[src/rtl/cube_pow_if.sv]
// Operand/result handshake bundle for cube_pow: start/busy request plus operand and cube result.
interface cube_pow_if #(
    parameter int WIDTH = 8
);
    logic [WIDTH-1:0]   x_bi;
    logic               start_i;
    logic               busy_o;
    logic [3*WIDTH-1:0] y_bo;

    modport master (
        output x_bi,
        output start_i,
        input  busy_o,
        input  y_bo
    );

    modport slave (
        input  x_bi,
        input  start_i,
        output busy_o,
        output y_bo
    );
endinterface

[src/rtl/cube_pow.sv]
// Sequential integer cube y = x^3 using one shift-add multiplier reused over two passes.
//
// state | meaning
// ------+----------------------------------------------------------
// IDLE  | waiting for start_i, y_bo holds last result
// MUL1  | accumulating a*a, one multiplier bit per cycle, LSB first
// MUL2  | accumulating (a*a)*a, result written on the last bit
module cube_pow #(
    parameter int WIDTH = 8
) (
    input  logic       clk_i,
    input  logic       rst_i,
    cube_pow_if.slave  bus
);
    localparam int CNT_W = (WIDTH > 1) ? $clog2(WIDTH) : 1;
    localparam int ACC_W = 3 * WIDTH;
    localparam logic [CNT_W-1:0] LAST_CNT = CNT_W'(WIDTH - 1);

    localparam logic [1:0] IDLE = 2'd0;
    localparam logic [1:0] MUL1 = 2'd1;
    localparam logic [1:0] MUL2 = 2'd2;

    logic [1:0]         state_q, state_d;
    logic [WIDTH-1:0]   a_q, a_d;
    logic [2*WIDTH-1:0] sq_q, sq_d;
    logic [ACC_W-1:0]   acc_q, acc_d;
    logic [CNT_W-1:0]   cnt_q, cnt_d;
    logic [ACC_W-1:0]   y_q, y_d;

    logic               mul_bit;
    logic               last_bit;
    logic [ACC_W-1:0]   addend;
    logic [ACC_W-1:0]   acc_sum;

    // The multiplicand switches from a to a*a between passes; the multiplier is always a.
    always_comb begin
        mul_bit  = a_q[cnt_q];
        last_bit = (cnt_q == LAST_CNT);
        if (state_q == MUL2) begin
            addend = {{WIDTH{1'b0}}, sq_q} << cnt_q;
        end else begin
            addend = {{(2*WIDTH){1'b0}}, a_q} << cnt_q;
        end
        acc_sum = acc_q + (mul_bit ? addend : {ACC_W{1'b0}});
    end

    always_comb begin
        state_d = state_q;
        a_d     = a_q;
        sq_d    = sq_q;
        acc_d   = acc_q;
        cnt_d   = cnt_q;
        y_d     = y_q;
        case (state_q)
            IDLE: begin
                if (bus.start_i) begin
                    a_d     = bus.x_bi;
                    acc_d   = '0;
                    cnt_d   = '0;
                    state_d = MUL1;
                end
            end
            MUL1: begin
                if (last_bit) begin
                    sq_d    = acc_sum[2*WIDTH-1:0];
                    acc_d   = '0;
                    cnt_d   = '0;
                    state_d = MUL2;
                end else begin
                    acc_d = acc_sum;
                    cnt_d = cnt_q + 1'b1;
                end
            end
            MUL2: begin
                if (last_bit) begin
                    y_d     = acc_sum;
                    acc_d   = '0;
                    cnt_d   = '0;
                    state_d = IDLE;
                end else begin
                    acc_d = acc_sum;
                    cnt_d = cnt_q + 1'b1;
                end
            end
            default: begin
                state_d = IDLE;
            end
        endcase
    end

    always_ff @(posedge clk_i) begin
        if (rst_i) begin
            state_q <= IDLE;
            a_q     <= '0;
            sq_q    <= '0;
            acc_q   <= '0;
            cnt_q   <= '0;
            y_q     <= '0;
        end else begin
            state_q <= state_d;
            a_q     <= a_d;
            sq_q    <= sq_d;
            acc_q   <= acc_d;
            cnt_q   <= cnt_d;
            y_q     <= y_d;
        end
    end

    assign bus.busy_o = (state_q != IDLE);
    assign bus.y_bo   = y_q;
endmodule

[src/flat_wrapper.sv]
// flat-port wrapper written by rule: the top's interface ports become plain ports
module cube_pow_flat 
#(
    parameter int WIDTH = 8
)
  (clk_i, rst_i, bus_x_bi, bus_start_i, bus_busy_o, bus_y_bo);
  cube_pow_if #(.WIDTH(WIDTH)) bus_i ();
  input  logic clk_i;
  input  logic rst_i;
  input wire logic [$bits(bus_i.x_bi)-1:0] bus_x_bi;
  input wire logic [$bits(bus_i.start_i)-1:0] bus_start_i;
  output wire logic [$bits(bus_i.busy_o)-1:0] bus_busy_o;
  output wire logic [$bits(bus_i.y_bo)-1:0] bus_y_bo;
  assign bus_i.x_bi = bus_x_bi;
  assign bus_i.start_i = bus_start_i;
  assign bus_busy_o = bus_i.busy_o;
  assign bus_y_bo = bus_i.y_bo;
  cube_pow #(.WIDTH(WIDTH)) u_core (.clk_i(clk_i), .rst_i(rst_i), .bus(bus_i));
endmodule
[config.mk]
export PLATFORM = sky130hd
export DESIGN_NAME = cube_pow_flat
export DESIGN_NICKNAME = d
export VERILOG_FILES = /design/src/rtl/cube_pow_if.sv /design/src/rtl/cube_pow.sv /design/src/flat_wrapper.sv
export SDC_FILE = /design/constraint.sdc
export NUM_CORES = 1
export LEC_CHECK = 0
export CORE_AREA = 2 2 122 77
export CTS_CLUSTER_SIZE = 40
export DETAILED_ROUTE_END_ITERATION = 8
export DIE_AREA = 0 0 124 79
export GPL_ROUTABILITY_DRIVEN = 0
export PLACE_DENSITY = 0.87
export SLEW_MARGIN = 0
export SYNTH_ARGS = -nofsm -noshare
export SYNTH_HDL_FRONTEND = slang
export SYNTH_SLANG_ARGS = --single-unit
[constraint.sdc]
create_clock -name clk_i -period 9.95 [get_ports clk_i]
set_input_delay 1.99 -clock clk_i [delete_from_list [all_inputs] [get_ports clk_i]]
set_output_delay 1.99 -clock clk_i [all_outputs]
set_load 0.03 [all_outputs]
=== After elaboration in Yosys (flattened, before gate mapping) ===
Index checks and enable logic that the tools add are counted.

* Bits in registers: 77
* Logic and storage cells: 40

* Reductions and logical operators: 9
* Add/subtract/negate cells: 2
* Shift operators: 2
* $lt $le $gt $ge: 1
* Equality and inequality tests: 6
* Muxes and demuxes: 14

{| class="wikitable"
|+ Operators by type and width
! kind !! number
|-
| 24-bit 2-to-1 mux || 4
|-
| 24-bit one-hot mux with 2 select lines || 1
|-
| 24-bit adder || 1
|-
| 16-bit by 3-bit left shift with 24-bit output || 1
|-
| 8-bit by 3-bit left shift with 24-bit output || 1
|-
| 2-bit AND reduction || 4
|-
| 2-bit 2-to-1 mux || 3
|-
| 3-bit 2-to-1 mux || 2
|-
| 2-bit one-hot mux with 3 select lines || 1
|-
| 3-bit one-hot mux with 2 select lines || 1
|-
| 3-bit by 4-bit < comparator with 1-bit output (second input constant) || 1
|-
| 2-bit by 1-bit != test with 1-bit output (second input constant) || 2
|-
| 2-bit nonzero test || 2
|-
| 3-bit by 1-bit adder with 3-bit output (second input constant) || 1
|-
| 1-bit binary-select mux with 3-bit select || 1
|-
| 3-bit equality test (second input constant) || 1
|-
| 3-bit AND reduction || 1
|-
| 2-bit by 1-bit equality test with 1-bit output (second input constant) || 1
|-
| 2-bit equality test (second input constant) || 1
|-
| 2-bit logical NOT || 1
|-
| 2-bit != test (second input constant) || 1
|-
| 2-bit OR reduction || 1
|-
| 1-bit 2-to-1 mux || 1
|}

=== Longest topological paths before layout ===
* Word-level depth: 6
* Depth in mapped cells: 18
* Depth with buffers taken out: 17

=== Least setup slack after synthesis ===
No wires, ideal clock.

* Kind: reg2reg
* Start point: register u_core.state_q[0]
* End point: register u_core.y_q[22] (netlist: u_core.bus.y_bo[22])
* Path buffers: 2
* Library setup time: 0.068 ns
* Arrival time: 3.341 ns
* Required time: 9.882 ns
* Path slack: 6.541 ns
* Stages on the path, launching flop included: 16
* Path through: dfxtp_1 -> inv_1 -> ha_1 -> buf_2 -> clkbuf_1 -> mux4_2 -> mux2i_1 -> a21boi_0 -> ha_1 -> nand2_2 -> or4b_4 -> o211a_1 -> nor2_4 -> nor2_2 -> mux2_4 -> o21ai_2

* Word-level cells in the longest chain between the ends: 4
* Elaborated cells between the ends (all ways): 5
* Classes of those cells: 1 x add/sub; 1 x eq/ne; 2 x mux; 1 x reduce/logical

{| class="wikitable"
|+ RTL lines
! element !! RTL line !! RTL
|-
| from (decl) || cube_pow.sv:23 || <nowiki>logic [1:0] state_q, state_d;</nowiki>
|-
| from (signal assigned) || cube_pow.sv:100 || <nowiki>state_q <= state_d;</nowiki>
|-
| 2-bit equality test * || cube_pow.sv:39, cube_pow.sv:54 ||
|-
| 24-bit 2-to-1 mux || cube_pow.sv:39 || <nowiki>if (state_q == MUL2) begin</nowiki>
|-
| 24-bit 2-to-1 mux || cube_pow.sv:44 || <nowiki>acc_sum = acc_q + (mul_bit ? addend : {ACC_W{1'b0}});</nowiki>
|-
| 24-bit adder || cube_pow.sv:44 ||
|-
| to (signal assigned) || cube_pow.sv:105 || <nowiki>y_q <= y_d;</nowiki>
|-
| to (decl) || cube_pow.sv:28 || <nowiki>logic [ACC_W-1:0] y_q, y_d;</nowiki>
|}

Every way passes the cells marked *; elsewhere a longest branch is shown, timed or not.
A chain may end at the register's enable or synchronous reset.

=== Worst setup path in the final report ===
* Start point: register u_core.cnt_q[1]
* End point: register u_core.y_q[20] (netlist: u_core.bus.y_bo[20])

* Word-level cells in the longest chain between the ends: 4
* Elaborated cells between the ends (all ways): 9
* Classes of those cells: 1 x add/sub; 1 x eq/ne; 2 x shift; 4 x mux; 1 x reduce/logical

{| class="wikitable"
|+ RTL lines
! element !! RTL line !! RTL
|-
| from (decl) || cube_pow.sv:27 || <nowiki>logic [CNT_W-1:0] cnt_q, cnt_d;</nowiki>
|-
| from (signal assigned) || cube_pow.sv:104 || <nowiki>cnt_q <= cnt_d;</nowiki>
|-
| 8-bit by 3-bit left shift with 24-bit output (tied with other cells) || cube_pow.sv:42 || <nowiki>addend = {{(2*WIDTH){1'b0}}, a_q} << cnt_q;</nowiki>
|-
| 24-bit 2-to-1 mux / 1-bit 2-to-1 mux (equally long branches) || cube_pow.sv:39, cube_pow.sv:37 ||
|-
| 24-bit 2-to-1 mux || cube_pow.sv:44 ||
|-
| 24-bit adder || cube_pow.sv:44 ||
|}

Several ways; a longest one is shown, not always the timed one. The select of a mux whose other input is x is not followed.

==> results.toml <==
[sta]
setup_tns_ps = 0
tightest_slew_ps = 1050
maxSlewHeadroom_pct = 30.1
setup_viol = 0
setup_slack_ps = 5260
slew_viol_final = 0
hold-worst-slack_ps = 458
clock_skew_ps = 6.00
max_freq_mhz = 213
period_share_pct = 47.1
rsz0062_at_grt = "no"
period_needed_ps = 4690
hold_violations = 0

[finish]
final_cells = 744
syn_to_final_growth_pct = 13.7
layout-drive-gt1-share_pct = 7.01
fin_nets = 663
num_antenna_cells = 0

[grt]
grt_max_degree = 66
antenna_found_initial = 0
grt_overflow = 0
grt_pass1_wl_um = 22400
track_usage_pct = 30.1
grt_pass1_vias = 4427

[worst_setup_path]
cp.required_ps = 10160
r2r-start = "u_core.cnt_q[1]$_SDFFE_PP0P_"
startpoint_type = "flop"
setup.worst_path.end = "u_core.bus.y_bo[20]$_SDFFE_PP0P_"
worstReg2RegEnd = "u_core.bus.y_bo[20]$_SDFFE_PP0P_"
path_max_fanout = 24
rrSetupSlack_ps = 5260
worstRegToRegCells = 12
crit_start = "u_core.cnt_q[1]$_SDFFE_PP0P_"
critPathCaptureType = "flop"
critPathArrivalTime_ps = 4890
crit_type = "flop to flop"

[synth]
synth_cell_types = 64
syn_inst = 612
yosys_most_used_dff = "dfxtp_1"
ys_ff_latch = 77
syn_area_sq_um = 4840
ys_async_sr_fraction_pct = 0
seq_area_frac_synth_pct = 31.9
syn_nets = 652
syn_avg_cell_area_sq_um = 7.90
synth_edf_count = 0
ys_warn_count = 0

[route]
routedWlPerCell_um = 19.2
drt-initial-drc-count = 587
antenna_left = 0
first_pass_iters = 7
num_vias = 4829
drc = 0
vias_per_cell = 6.49
routed_wl_um = 14300

[clock_network]
ctsRootBufferMaster = "clkbuf_16"
clkSinkCount = 77
clockBufferDepth = 2
clkTransAtPathRegs_ps = 60
cts_buffers = 9
clk_latency_ps = 350
tritoncts = "done"
post_cts_buffers = 0
cts_hold_buf = 0
htreeDepth = 3
post_cts_resized = 0

[min_path]
hold_class = "flop to flop"

[floorplanning]
die_area_sq_um = 9800
rows = 27
core-area_sq_um = 8780
die_w_um = 124
io_pins = 36
die_h_um = 79
start_util_pct = 55.1

[pwr]
p_per_area_nw_per_um2 = 129
p_total_mw = 0.707
peakVddDrop_v = 0.0000931
power.leakage_nw = 1.98

[placed_design]
dp.cells = 728
portBuffers = 35
dpl.hpwl_um = 10300
pre_cts_slack_ps = 5560

[job]
drv_cap = 0

[outcome]
status = "finished clean"
==> cells in the mapped netlist (all sizes together) (5+ instances only) <==
cell     n  area (sq um)
xnor2   14           123
o21a     7          52.6
nand3b   9          67.6
a22oi    6          45.0
inv     11          41.3
ha      28           350
and2     5          31.3
xor2     5          43.8
mux2     9           105
nand2   93           352
clkbuf  31           118
buf      7          32.5
o211ai   7          52.6
nor3    10          50.1
a31oi   10          62.6
nor2    53           209
a22o     5          43.8
a21oi   74           370
nor2b    7          43.8
a211oi  10          75.1
dfxtp   77          1540
nand3   15          75.1
a21boi   5          37.5
mux4     6           135
mux2i   15           150
o21ai   45           236
==> per-stage QoR <==
stage               instance area, sq um  utilization (%)
detailed placement                  5200             59.2
global route                        5500             62.6
global placement                    5200             59.2
finish                              5500             62.6
floorplan                           4840                -
CTS                                 5500             62.6
==> how the worst min path moves through the flow <==
stage	cells after the start	startpoint	slack, ps	to
2_1_floorplan	2	u_core.acc_q[11]$_SDFFE_PP0P_	430	u_core.acc_q[11]$_SDFFE_PP0P_
3_3_place_gp	2	u_core.bus.y_bo[18]$_SDFFE_PP0P_	440	u_core.bus.y_bo[18]$_SDFFE_PP0P_
3_5_place_dp	2	u_core.bus.y_bo[19]$_SDFFE_PP0P_	450	u_core.bus.y_bo[19]$_SDFFE_PP0P_
4_1_cts	2	u_core.bus.y_bo[21]$_SDFFE_PP0P_	460	u_core.bus.y_bo[21]$_SDFFE_PP0P_
5_1_grt	2	u_core.bus.y_bo[21]$_SDFFE_PP0P_	470	u_core.bus.y_bo[21]$_SDFFE_PP0P_
6_report	2	u_core.bus.y_bo[21]$_SDFFE_PP0P_	460	u_core.bus.y_bo[21]$_SDFFE_PP0P_
==> cells by family after synthesis <==
logic type               Yosys count  synth area share [%]
AND/OR/NAND/NOR                  212                  19.9
AO/OA/AOI/OAI                    195                  25.0
flip-flops                        77                  31.9
buffers and inverters             50                  4.04
multiplexers                      30                  8.07
adder cells (fa/ha/maj)           29                  7.66
XOR/XNOR                          19                  3.44
==> cell type report <==
type | instances | area (sq um)
fill | 736 | 3280
multi-input combinational | 485 | 3100
sequential | 77 | 1540
timing repair buffer | 38 | 368
clock buffer | 10 | 229
tap | 116 | 145
clock inverter | 6 | 72.6
inverter | 12 | 45.0
==> where the power goes <==
part,total (mW),internal [mW],switching [mW],leakage [nW]
registers,0.316,0.311,0.00461,0.622
logic,0.0558,0.0200,0.0358,1.21
clock network,0.335,0.196,0.139,0.143
total,0.707,0.528,0.179,1.98
==> registers in the layout (all words and copies together) (netlist names) <==
name / count
u_core.a_q: 8
u_core.acc_q: 24
u_core.bus.y_bo: 24
u_core.cnt_q: 3
u_core.sq_q: 16
u_core.state_q: 2
==> placed cells by master, fill, tap and decap left out, drive strengths merged, types with 12 or more instances in the layout <==
master	Yosys	final
a21oi	74	74
clkdlybuf4s50	0	34
dfxtp	77	77
ha	28	28
inv	11	12
mux2i	15	15
nand2	93	93
nand3	15	15
nor2	53	53
o21ai	45	45
xnor2	14	14
==> per-layer routing <==
metal / routed length [um] / vias up / share of wire (%) / track usage [%]
li1: - / 2230 / - / -
met1: 5900 / 2224 / 41 / 40.4
met2: 6050 / 324 / 42 / 43.1
met3: 1970 / 51 / 14 / 12.1
met4: 363 / 0 / 2.5 / 11.2
met5: 0 / - / 0 / 3.41
==> critical path, stage by stage (launching register included) <==
cell	delay, ps
dfxtp_1	980
a211oi_1	270
a211oi_1	760
and2_1	300
ha_1	230
inv_1	70
fa_1	410
nor2b_1	170
o31a_1	230
o21ai_2	140
and2_1	190
nor4_1	590
o211ai_1	190
Note: power is estimated with default switching activity, not from simulation.
